### config.mk
export PLATFORM = sky130hd
export DESIGN_NAME = filter2d_ctrl_flat
export DESIGN_NICKNAME = d
export VERILOG_FILES = /design/src/rtl/filter2d_ctrl_if.sv /design/src/rtl/filter2d_ctrl.sv /design/src/flat_wrapper.sv
export SDC_FILE = /design/constraint.sdc
export NUM_CORES = 1
export LEC_CHECK = 0
export BUFFER_PORTS_ARGS = -buffer_cell sky130_fd_sc_hd__buf_2
export CAP_MARGIN = 20
export CORE_UTILIZATION = 55
export CTS_BUF_LIST = sky130_fd_sc_hd__clkbuf_4
export DETAILED_ROUTE_END_ITERATION = 12
export PLACE_DENSITY = 0.75
export SLEW_MARGIN = 20
export SYNTH_ARGS = -nofsm -noshare
export SYNTH_HDL_FRONTEND = slang
export SYNTH_SLANG_ARGS = --single-unit
### constraint.sdc
create_clock -name clk -period 3.83 [get_ports clk]
set_input_delay 0 -clock clk [delete_from_list [all_inputs] [get_ports clk]]
set_output_delay 0 -clock clk [all_outputs]
set_load 0.01 [all_outputs]
### src/rtl/filter2d_ctrl_if.sv
// Bundle of host, engine and result-memory signals for the 2D filter job controller.
// The slave side is the controller itself; the master side drives it.
interface filter2d_ctrl_if;
   logic        cfg_we;
   logic [3:0]  cfg_addr;
   logic [7:0]  cfg_wdata;
   logic        go;
   logic        busy;
   logic        done;
   logic        err;
   logic        h_write;
   logic [3:0]  h_idx;
   logic [7:0]  h_data;
   logic        f_start;
   logic        f_strb;
   logic [7:0]  f_data;
   logic        wr_en;
   logic [15:0] wr_addr;
   logic [7:0]  wr_data;

   modport slave (
      input  cfg_we, cfg_addr, cfg_wdata, go, f_strb, f_data,
      output busy, done, err, h_write, h_idx, h_data, f_start,
      output wr_en, wr_addr, wr_data
   );

   modport master (
      output cfg_we, cfg_addr, cfg_wdata, go, f_strb, f_data,
      input  busy, done, err, h_write, h_idx, h_data, f_start,
      input  wr_en, wr_addr, wr_data
   );
endinterface

### src/rtl/filter2d_ctrl.sv
// Job controller for the 3x3 filter engine: shadow coefficients, serial
// coefficient load, engine start, raster-order result writes and completion.
module filter2d_ctrl #(
   parameter int IMG_W = 256,
   parameter int IMG_H = 256,
   parameter int NTAP  = 9
) (
   input logic           clk,
   input logic           rstn,
   filter2d_ctrl_if.slave bus
);

   localparam logic [2:0] IDLE  = 3'd0;
   localparam logic [2:0] LOAD  = 3'd1;
   localparam logic [2:0] START = 3'd2;
   localparam logic [2:0] RUN   = 3'd3;
   localparam logic [2:0] DONE  = 3'd4;

   localparam logic [3:0]  LAST_TAP = 4'(NTAP - 1);
   localparam logic [16:0] LAST_PIX = 17'(IMG_W * IMG_H - 1);

   // Reset kernel of the engine; the shadow starts out matching it.
   function automatic logic [7:0] def_coef(input int i);
      if (i == 4)
         return 8'h20;
      else if ((i % 2) == 1)
         return 8'h10;
      else
         return 8'h08;
   endfunction

   logic [2:0]  state_q, state_d;
   logic [3:0]  h_idx_q, h_idx_d;
   logic [7:0]  h_data_q, h_data_d;
   logic        h_write_q, h_write_d;
   logic        f_start_q, f_start_d;
   logic [16:0] cnt_q, cnt_d;
   logic        wr_en_q, wr_en_d;
   logic [15:0] wr_addr_q, wr_addr_d;
   logic [7:0]  wr_data_q, wr_data_d;
   logic        err_q, err_d;
   logic [7:0]  shadow_q [NTAP];
   logic [7:0]  shadow_d [NTAP];

   // Next-state logic: shadow writes, FSM sequencing and registered outputs.
   always_comb begin
      state_d   = state_q;
      h_idx_d   = h_idx_q;
      h_data_d  = h_data_q;
      h_write_d = h_write_q;
      f_start_d = 1'b0;
      cnt_d     = cnt_q;
      wr_en_d   = 1'b0;
      wr_addr_d = wr_addr_q;
      wr_data_d = wr_data_q;
      shadow_d  = shadow_q;
      err_d     = (bus.go || bus.cfg_we) && (state_q != IDLE);

      // Shadow write lands before the go in the same cycle is acted on.
      if (bus.cfg_we && state_q == IDLE && bus.cfg_addr <= LAST_TAP)
         shadow_d[bus.cfg_addr] = bus.cfg_wdata;

      unique case (state_q)
         IDLE: begin
            if (bus.go) begin
               state_d   = LOAD;
               h_write_d = 1'b1;
               h_idx_d   = 4'd0;
               h_data_d  = shadow_d[0];
            end
         end
         LOAD: begin
            if (h_idx_q == LAST_TAP) begin
               h_write_d = 1'b0;
               f_start_d = 1'b1;
               state_d   = START;
            end else begin
               h_idx_d  = h_idx_q + 4'd1;
               h_data_d = shadow_q[h_idx_q + 4'd1];
            end
         end
         START: begin
            cnt_d   = '0;
            state_d = RUN;
         end
         RUN: begin
            if (bus.f_strb) begin
               wr_en_d   = 1'b1;
               wr_data_d = bus.f_data;
               wr_addr_d = cnt_q[15:0];
               cnt_d     = cnt_q + 17'd1;
               if (cnt_q == LAST_PIX)
                  state_d = DONE;
            end
         end
         DONE: begin
            state_d = IDLE;
         end
         default: begin
            state_d = IDLE;
         end
      endcase
   end

   // State registers; reset restores the shadow to the engine kernel.
   always_ff @(posedge clk or negedge rstn) begin
      if (!rstn) begin
         state_q   <= IDLE;
         h_idx_q   <= '0;
         h_data_q  <= '0;
         h_write_q <= 1'b0;
         f_start_q <= 1'b0;
         cnt_q     <= '0;
         wr_en_q   <= 1'b0;
         wr_addr_q <= '0;
         wr_data_q <= '0;
         err_q     <= 1'b0;
         for (int i = 0; i < NTAP; i++)
            shadow_q[i] <= def_coef(i);
      end else begin
         state_q   <= state_d;
         h_idx_q   <= h_idx_d;
         h_data_q  <= h_data_d;
         h_write_q <= h_write_d;
         f_start_q <= f_start_d;
         cnt_q     <= cnt_d;
         wr_en_q   <= wr_en_d;
         wr_addr_q <= wr_addr_d;
         wr_data_q <= wr_data_d;
         err_q     <= err_d;
         shadow_q  <= shadow_d;
      end
   end

   assign bus.busy    = (state_q != IDLE);
   assign bus.done    = (state_q == DONE);
   assign bus.err     = err_q;
   assign bus.h_write = h_write_q;
   assign bus.h_idx   = h_idx_q;
   assign bus.h_data  = h_data_q;
   assign bus.f_start = f_start_q;
   assign bus.wr_en   = wr_en_q;
   assign bus.wr_addr = wr_addr_q;
   assign bus.wr_data = wr_data_q;

endmodule

### src/flat_wrapper.sv
// flat-port wrapper written by rule: the top's interface ports become plain ports
module filter2d_ctrl_flat 
#(
   parameter int IMG_W = 256,
   parameter int IMG_H = 256,
   parameter int NTAP  = 9
)
  (clk, rstn, bus_cfg_we, bus_cfg_addr, bus_cfg_wdata, bus_go, bus_f_strb, bus_f_data, bus_busy, bus_done, bus_err, bus_h_write, bus_h_idx, bus_h_data, bus_f_start, bus_wr_en, bus_wr_addr, bus_wr_data);
  filter2d_ctrl_if bus_i ();
  input logic clk;
  input logic rstn;
  input wire logic [$bits(bus_i.cfg_we)-1:0] bus_cfg_we;
  input wire logic [$bits(bus_i.cfg_addr)-1:0] bus_cfg_addr;
  input wire logic [$bits(bus_i.cfg_wdata)-1:0] bus_cfg_wdata;
  input wire logic [$bits(bus_i.go)-1:0] bus_go;
  input wire logic [$bits(bus_i.f_strb)-1:0] bus_f_strb;
  input wire logic [$bits(bus_i.f_data)-1:0] bus_f_data;
  output wire logic [$bits(bus_i.busy)-1:0] bus_busy;
  output wire logic [$bits(bus_i.done)-1:0] bus_done;
  output wire logic [$bits(bus_i.err)-1:0] bus_err;
  output wire logic [$bits(bus_i.h_write)-1:0] bus_h_write;
  output wire logic [$bits(bus_i.h_idx)-1:0] bus_h_idx;
  output wire logic [$bits(bus_i.h_data)-1:0] bus_h_data;
  output wire logic [$bits(bus_i.f_start)-1:0] bus_f_start;
  output wire logic [$bits(bus_i.wr_en)-1:0] bus_wr_en;
  output wire logic [$bits(bus_i.wr_addr)-1:0] bus_wr_addr;
  output wire logic [$bits(bus_i.wr_data)-1:0] bus_wr_data;
  assign bus_i.cfg_we = bus_cfg_we;
  assign bus_i.cfg_addr = bus_cfg_addr;
  assign bus_i.cfg_wdata = bus_cfg_wdata;
  assign bus_i.go = bus_go;
  assign bus_i.f_strb = bus_f_strb;
  assign bus_i.f_data = bus_f_data;
  assign bus_busy = bus_i.busy;
  assign bus_done = bus_i.done;
  assign bus_err = bus_i.err;
  assign bus_h_write = bus_i.h_write;
  assign bus_h_idx = bus_i.h_idx;
  assign bus_h_data = bus_i.h_data;
  assign bus_f_start = bus_i.f_start;
  assign bus_wr_en = bus_i.wr_en;
  assign bus_wr_addr = bus_i.wr_addr;
  assign bus_wr_data = bus_i.wr_data;
  filter2d_ctrl #(.IMG_W(IMG_W), .IMG_H(IMG_H), .NTAP(NTAP)) u_core (.clk(clk), .rstn(rstn), .bus(bus_i));
endmodule
==> flow_summary.yaml <==
outcome:
  status: "finished clean"
global_routing:
  wire_length_of_the_first_global_routing_pass_mm: 23.0
  grt_start_max_net_pins: 73
  grt_usage_pct: 26.1
  grt_antenna_before_repair: 0
  overflow: 0
  first_global_vias: 4637
drt:
  drtIter0Drc: 414
  first_pass_iters: 6
  avg_vias_per_cell: 5.95
  detail_route.drc_violations: 0
  ant_nets: 0
  wire_per_inst_um: 18.3
  vias: 4635
  route.final.wire_length_mm: 14.3
timing:
  worst_clock_skew_ns: 0.0230
  rsz0062_at_grt: "no"
  final_critical_path_time_including_i_o_delays_and_setup_ns: 2.71
  highest_clock_rate_mhz: 369
  slew_viol_final: 0
  final.setup.tns_ns: 0
  tightest_slew_ns: 1.05
  worst_slew_margin_rel_pct: 28.8
  share_of_the_clock_period_used_by_the_worst_path_pct: 70.7
  final_hold_viol_count: 0
  timing.hold.ws_ns: 0.0563
  setup-violations-final: 0
layout:
  nFillCells: 872
  mostFrequentLayoutCell: "sky130_fd_sc_hd__dfrtp_1"
  antenna_cells_inserted: 0
  finalCoreUtilization_pct: 65.5
  flow.area_growth_from_synthesis_pct: 14.2
  multiInputGateArea_um2: 2760
  layout.area.seq_um2: 3310
  net_count_of_the_finished_layout: 655
  fin_area_um2: 7220
  most_frequent_cells_in_the_layout: "sky130_fd_sc_hd__dfrtp_1 (123), sky130_fd_sc_hd__nand2_1 (83), sky130_fd_sc_hd__mux2_2 (68), sky130_fd_sc_hd__buf_2 (65), sky130_fd_sc_hd__o21ai_0 (26)"
  final_layout_size_suffix_gt1_share_pct: 32.9
clocking:
  cts_htree_levels: 4
  clk_latency_ns: 0.55
  post-cts-setup-buffer-count: 0
  clock_sinks: 132
  cts_resized: 0
  cts_inserted_buffers: 17
  clkSlewWorstSetupHoldPaths_ns: 0.12
  cts_buffer_depth: 2
  tritoncts_clock_tree: "yes"
  cts_root_buffer: "sky130_fd_sc_hd__clkbuf_4"
power_and_ir_drop:
  internal_power_component_mw: 3.18
  power_per_cell_area_nw_per_um2: 693
  leak_pwr_nw: 3.34
  power.share.sequential_pct: 44.1
  comb_power_share_pct: 37.6
  power_frac_clock_pct: 18.4
  power_mw: 5.01
  vdd_ir_drop_max_uv: 340
  netSwitchingFraction_pct: 36.5
  power_dissipated_by_switching_net_loads_mw: 1.83
die:
  io_pins: 67
  core_area_um2: 11000
  initial_core_util_pct: 57.4
  rows: 38
  floorplan.die.height_um: 109
  floorplan.die_area_um2: 11900
  die_width_um: 109
logic_synthesis:
  netlist.area_leader.share_pct: 48.6
  ys_seq_elements: 132
  synthFlopType: "sky130_fd_sc_hd__dfrtp_1"
  synth_cells: 552
  synth_edf_count: 0
  post-synth-top-area-cell: "sky130_fd_sc_hd__dfrtp_1"
  post_synth_arst_share_pct: 100
  yosys_warnings: 0
  synth_cell_type_count: 57
  cells_taking_the_most_area_after_synthesis: "sky130_fd_sc_hd__dfrtp_1 (49%), sky130_fd_sc_hd__mux2_2 (12%), sky130_fd_sc_hd__mux4_2 (5.7%)"
  yosysSeqAreaShare_pct: 52.4
  synthesis.nets: 581
  post_synth_instance_area_um2: 6330
  avgSynthCellArea_um2: 11.5
critical_path:
  critical_path.reg2reg.endpoint: "u_core.bus.h_data[3]"
  r2r_slack_ns: 1.12
  cp-start-kind: "flip-flop"
  rr_worst_depth: 7
  critical_path.most_common_cell: "sky130_fd_sc_hd__buf_4"
  worst_path_largest_cell_delay_ns: 0.56
  path_max_fanout: 15
  cp_data_arrival_time_ns: 3.13
  critical_path.cell_chain: "buf_4, inv_1, ha_1, buf_4, mux4_2, nor2b_1, o32a_1"
  worst-setup-path-type: "flip-flop to flip-flop"
  cpMaxStageDelayCell: "sky130_fd_sc_hd__ha_1"
  rr_startpoint: "u_core.bus.h_idx[0]"
  cp-end-kind: "flip-flop"
  cp_data_required_time_ns: 4.25
run:
  max_cap_viol_count: 0
hold_path:
  timing.hold.worst.class: "input port to asynchronous set/reset pin"
placed_design:
  buffers_added_on_ports: 66
  weighted_congestion_reported_at_the_end_of_routability_driven_placement: 0.844
  post_dp_cell_area_um2: 6740
  detailedPlacementHpwl_mm: 9.59
==> synth_stat cells (2+ instances only) <==
| cell type | instances |
|---|---|
| sky130_fd_sc_hd__or4_1 | 7 |
| sky130_fd_sc_hd__or4b_1 | 2 |
| sky130_fd_sc_hd__a22o_1 | 2 |
| sky130_fd_sc_hd__o21ai_0 | 26 |
| sky130_fd_sc_hd__buf_1 | 12 |
| sky130_fd_sc_hd__a21oi_1 | 16 |
| sky130_fd_sc_hd__a31oi_1 | 7 |
| sky130_fd_sc_hd__dfstp_2 | 9 |
| sky130_fd_sc_hd__nor3b_2 | 3 |
| sky130_fd_sc_hd__o22ai_1 | 2 |
| sky130_fd_sc_hd__nor3b_1 | 12 |
| sky130_fd_sc_hd__o32a_1 | 4 |
| sky130_fd_sc_hd__nor2b_1 | 10 |
| sky130_fd_sc_hd__xnor2_1 | 3 |
| sky130_fd_sc_hd__o31ai_1 | 4 |
| sky130_fd_sc_hd__or3_1 | 3 |
| sky130_fd_sc_hd__nor4b_2 | 3 |
| sky130_fd_sc_hd__nor3_1 | 3 |
| sky130_fd_sc_hd__mux2_2 | 68 |
| sky130_fd_sc_hd__nand3b_1 | 4 |
| sky130_fd_sc_hd__nand3_1 | 12 |
| sky130_fd_sc_hd__o221ai_1 | 4 |
| sky130_fd_sc_hd__nand4_1 | 4 |
| sky130_fd_sc_hd__dfrtp_1 | 123 |
| sky130_fd_sc_hd__nand2b_1 | 2 |
| sky130_fd_sc_hd__nor3_2 | 2 |
| sky130_fd_sc_hd__buf_2 | 8 |
| sky130_fd_sc_hd__ha_1 | 4 |
| sky130_fd_sc_hd__nor2_1 | 18 |
| sky130_fd_sc_hd__clkbuf_1 | 16 |
| sky130_fd_sc_hd__xor2_1 | 2 |
| sky130_fd_sc_hd__and3_1 | 3 |
| sky130_fd_sc_hd__mux2_1 | 4 |
| sky130_fd_sc_hd__a41oi_1 | 2 |
| sky130_fd_sc_hd__and2_1 | 2 |
| sky130_fd_sc_hd__o31a_1 | 4 |
| sky130_fd_sc_hd__mux4_2 | 16 |
| sky130_fd_sc_hd__inv_1 | 22 |
| sky130_fd_sc_hd__nand2_1 | 83 |
| sky130_fd_sc_hd__a32oi_1 | 4 |
==> layer usage <==
metal	global-route usage, %	part of all wire [%]	vias to the layer above
met3	5.92	4.9	31
met2	44.7	51	148
met4	13.1	2.4	0
met1	30.8	41	2330
li1	-	-	2126
met5	0	0	-
==> metrics by stage <==
step,cells,worst slack [ns]
after CTS,779,1.10
after global routing,779,0.983
after global placement,727,1.16
after detailed placement,727,1.13
after floorplan,552,0.772
final,779,1.12
==> power by group through the flow <==
| stage | Clock [mW] | Combinational [mW] | Sequential (mW) |
|---|---|---|---|
| 2_1_floorplan | 0 | 1.32 | 2.19 |
| 3_3_place_gp | 0 | 1.81 | 2.20 |
| 3_5_place_dp | 0 | 1.88 | 2.23 |
| 4_1_cts | 0.953 | 1.90 | 2.20 |
| 5_1_grt | 0.998 | 2.08 | 2.27 |
| 6_report | 0.919 | 1.88 | 2.21 |
==> final cells by class <==
cell class              instances  share of cell area [%]
flip-flops and latches        132                    45.9
repair buffers                 93                    8.28
inverters                      24                    1.25
well taps                     140                    2.43
multi-input cells             358                    38.2
clock inverters                15                    2.17
clock buffers                  17                    1.77
==> critical path: cells and delay by family (launching register included) <==
family          cells  cell delay, ns
compound gates      1            0.36
flops               1            0.36
simple gates        1            0.14
buf+inv             3            0.64
mux                 1            0.51
fa+ha+maj           1            0.56
==> worst max-delay path by stage <==
stage | from | depth (start not counted) | slack, ns | endpoint
after floorplan | u_core.bus.h_idx[0] | 11 | 0.77 | u_core.bus.h_data[0]
after global placement | u_core.bus.h_idx[0] | 7 | 1.16 | u_core.bus.h_data[3]
after detailed placement | u_core.bus.h_idx[0] | 7 | 1.13 | u_core.bus.h_data[3]
after CTS | u_core.bus.h_idx[0] | 7 | 1.10 | u_core.bus.h_data[3]
after global routing | u_core.bus.h_idx[0] | 7 | 0.98 | u_core.bus.h_data[1]
final | u_core.bus.h_idx[0] | 7 | 1.12 | u_core.bus.h_data[3]
==> timing repair <==
action | 4_1_cts | 5_1_grt
endpoints found under the setup margin | 0 | 0
hold buffers | 20 | 0
endpoints found under the hold margin | 152 | 0
==> cells by family after synthesis <==
| kind of cell | Yosys count | share of synthesized area [%] |
|---|---|---|
| xor+xnor | 5 | 0.692 |
| simple gates | 179 | 15.1 |
| compound gates | 81 | 8.38 |
| mux | 89 | 18.7 |
| fa+ha+maj | 4 | 0.791 |
| flops | 132 | 52.4 |
| buf+inv | 62 | 3.97 |
Power figures use the tool's default switching activity.
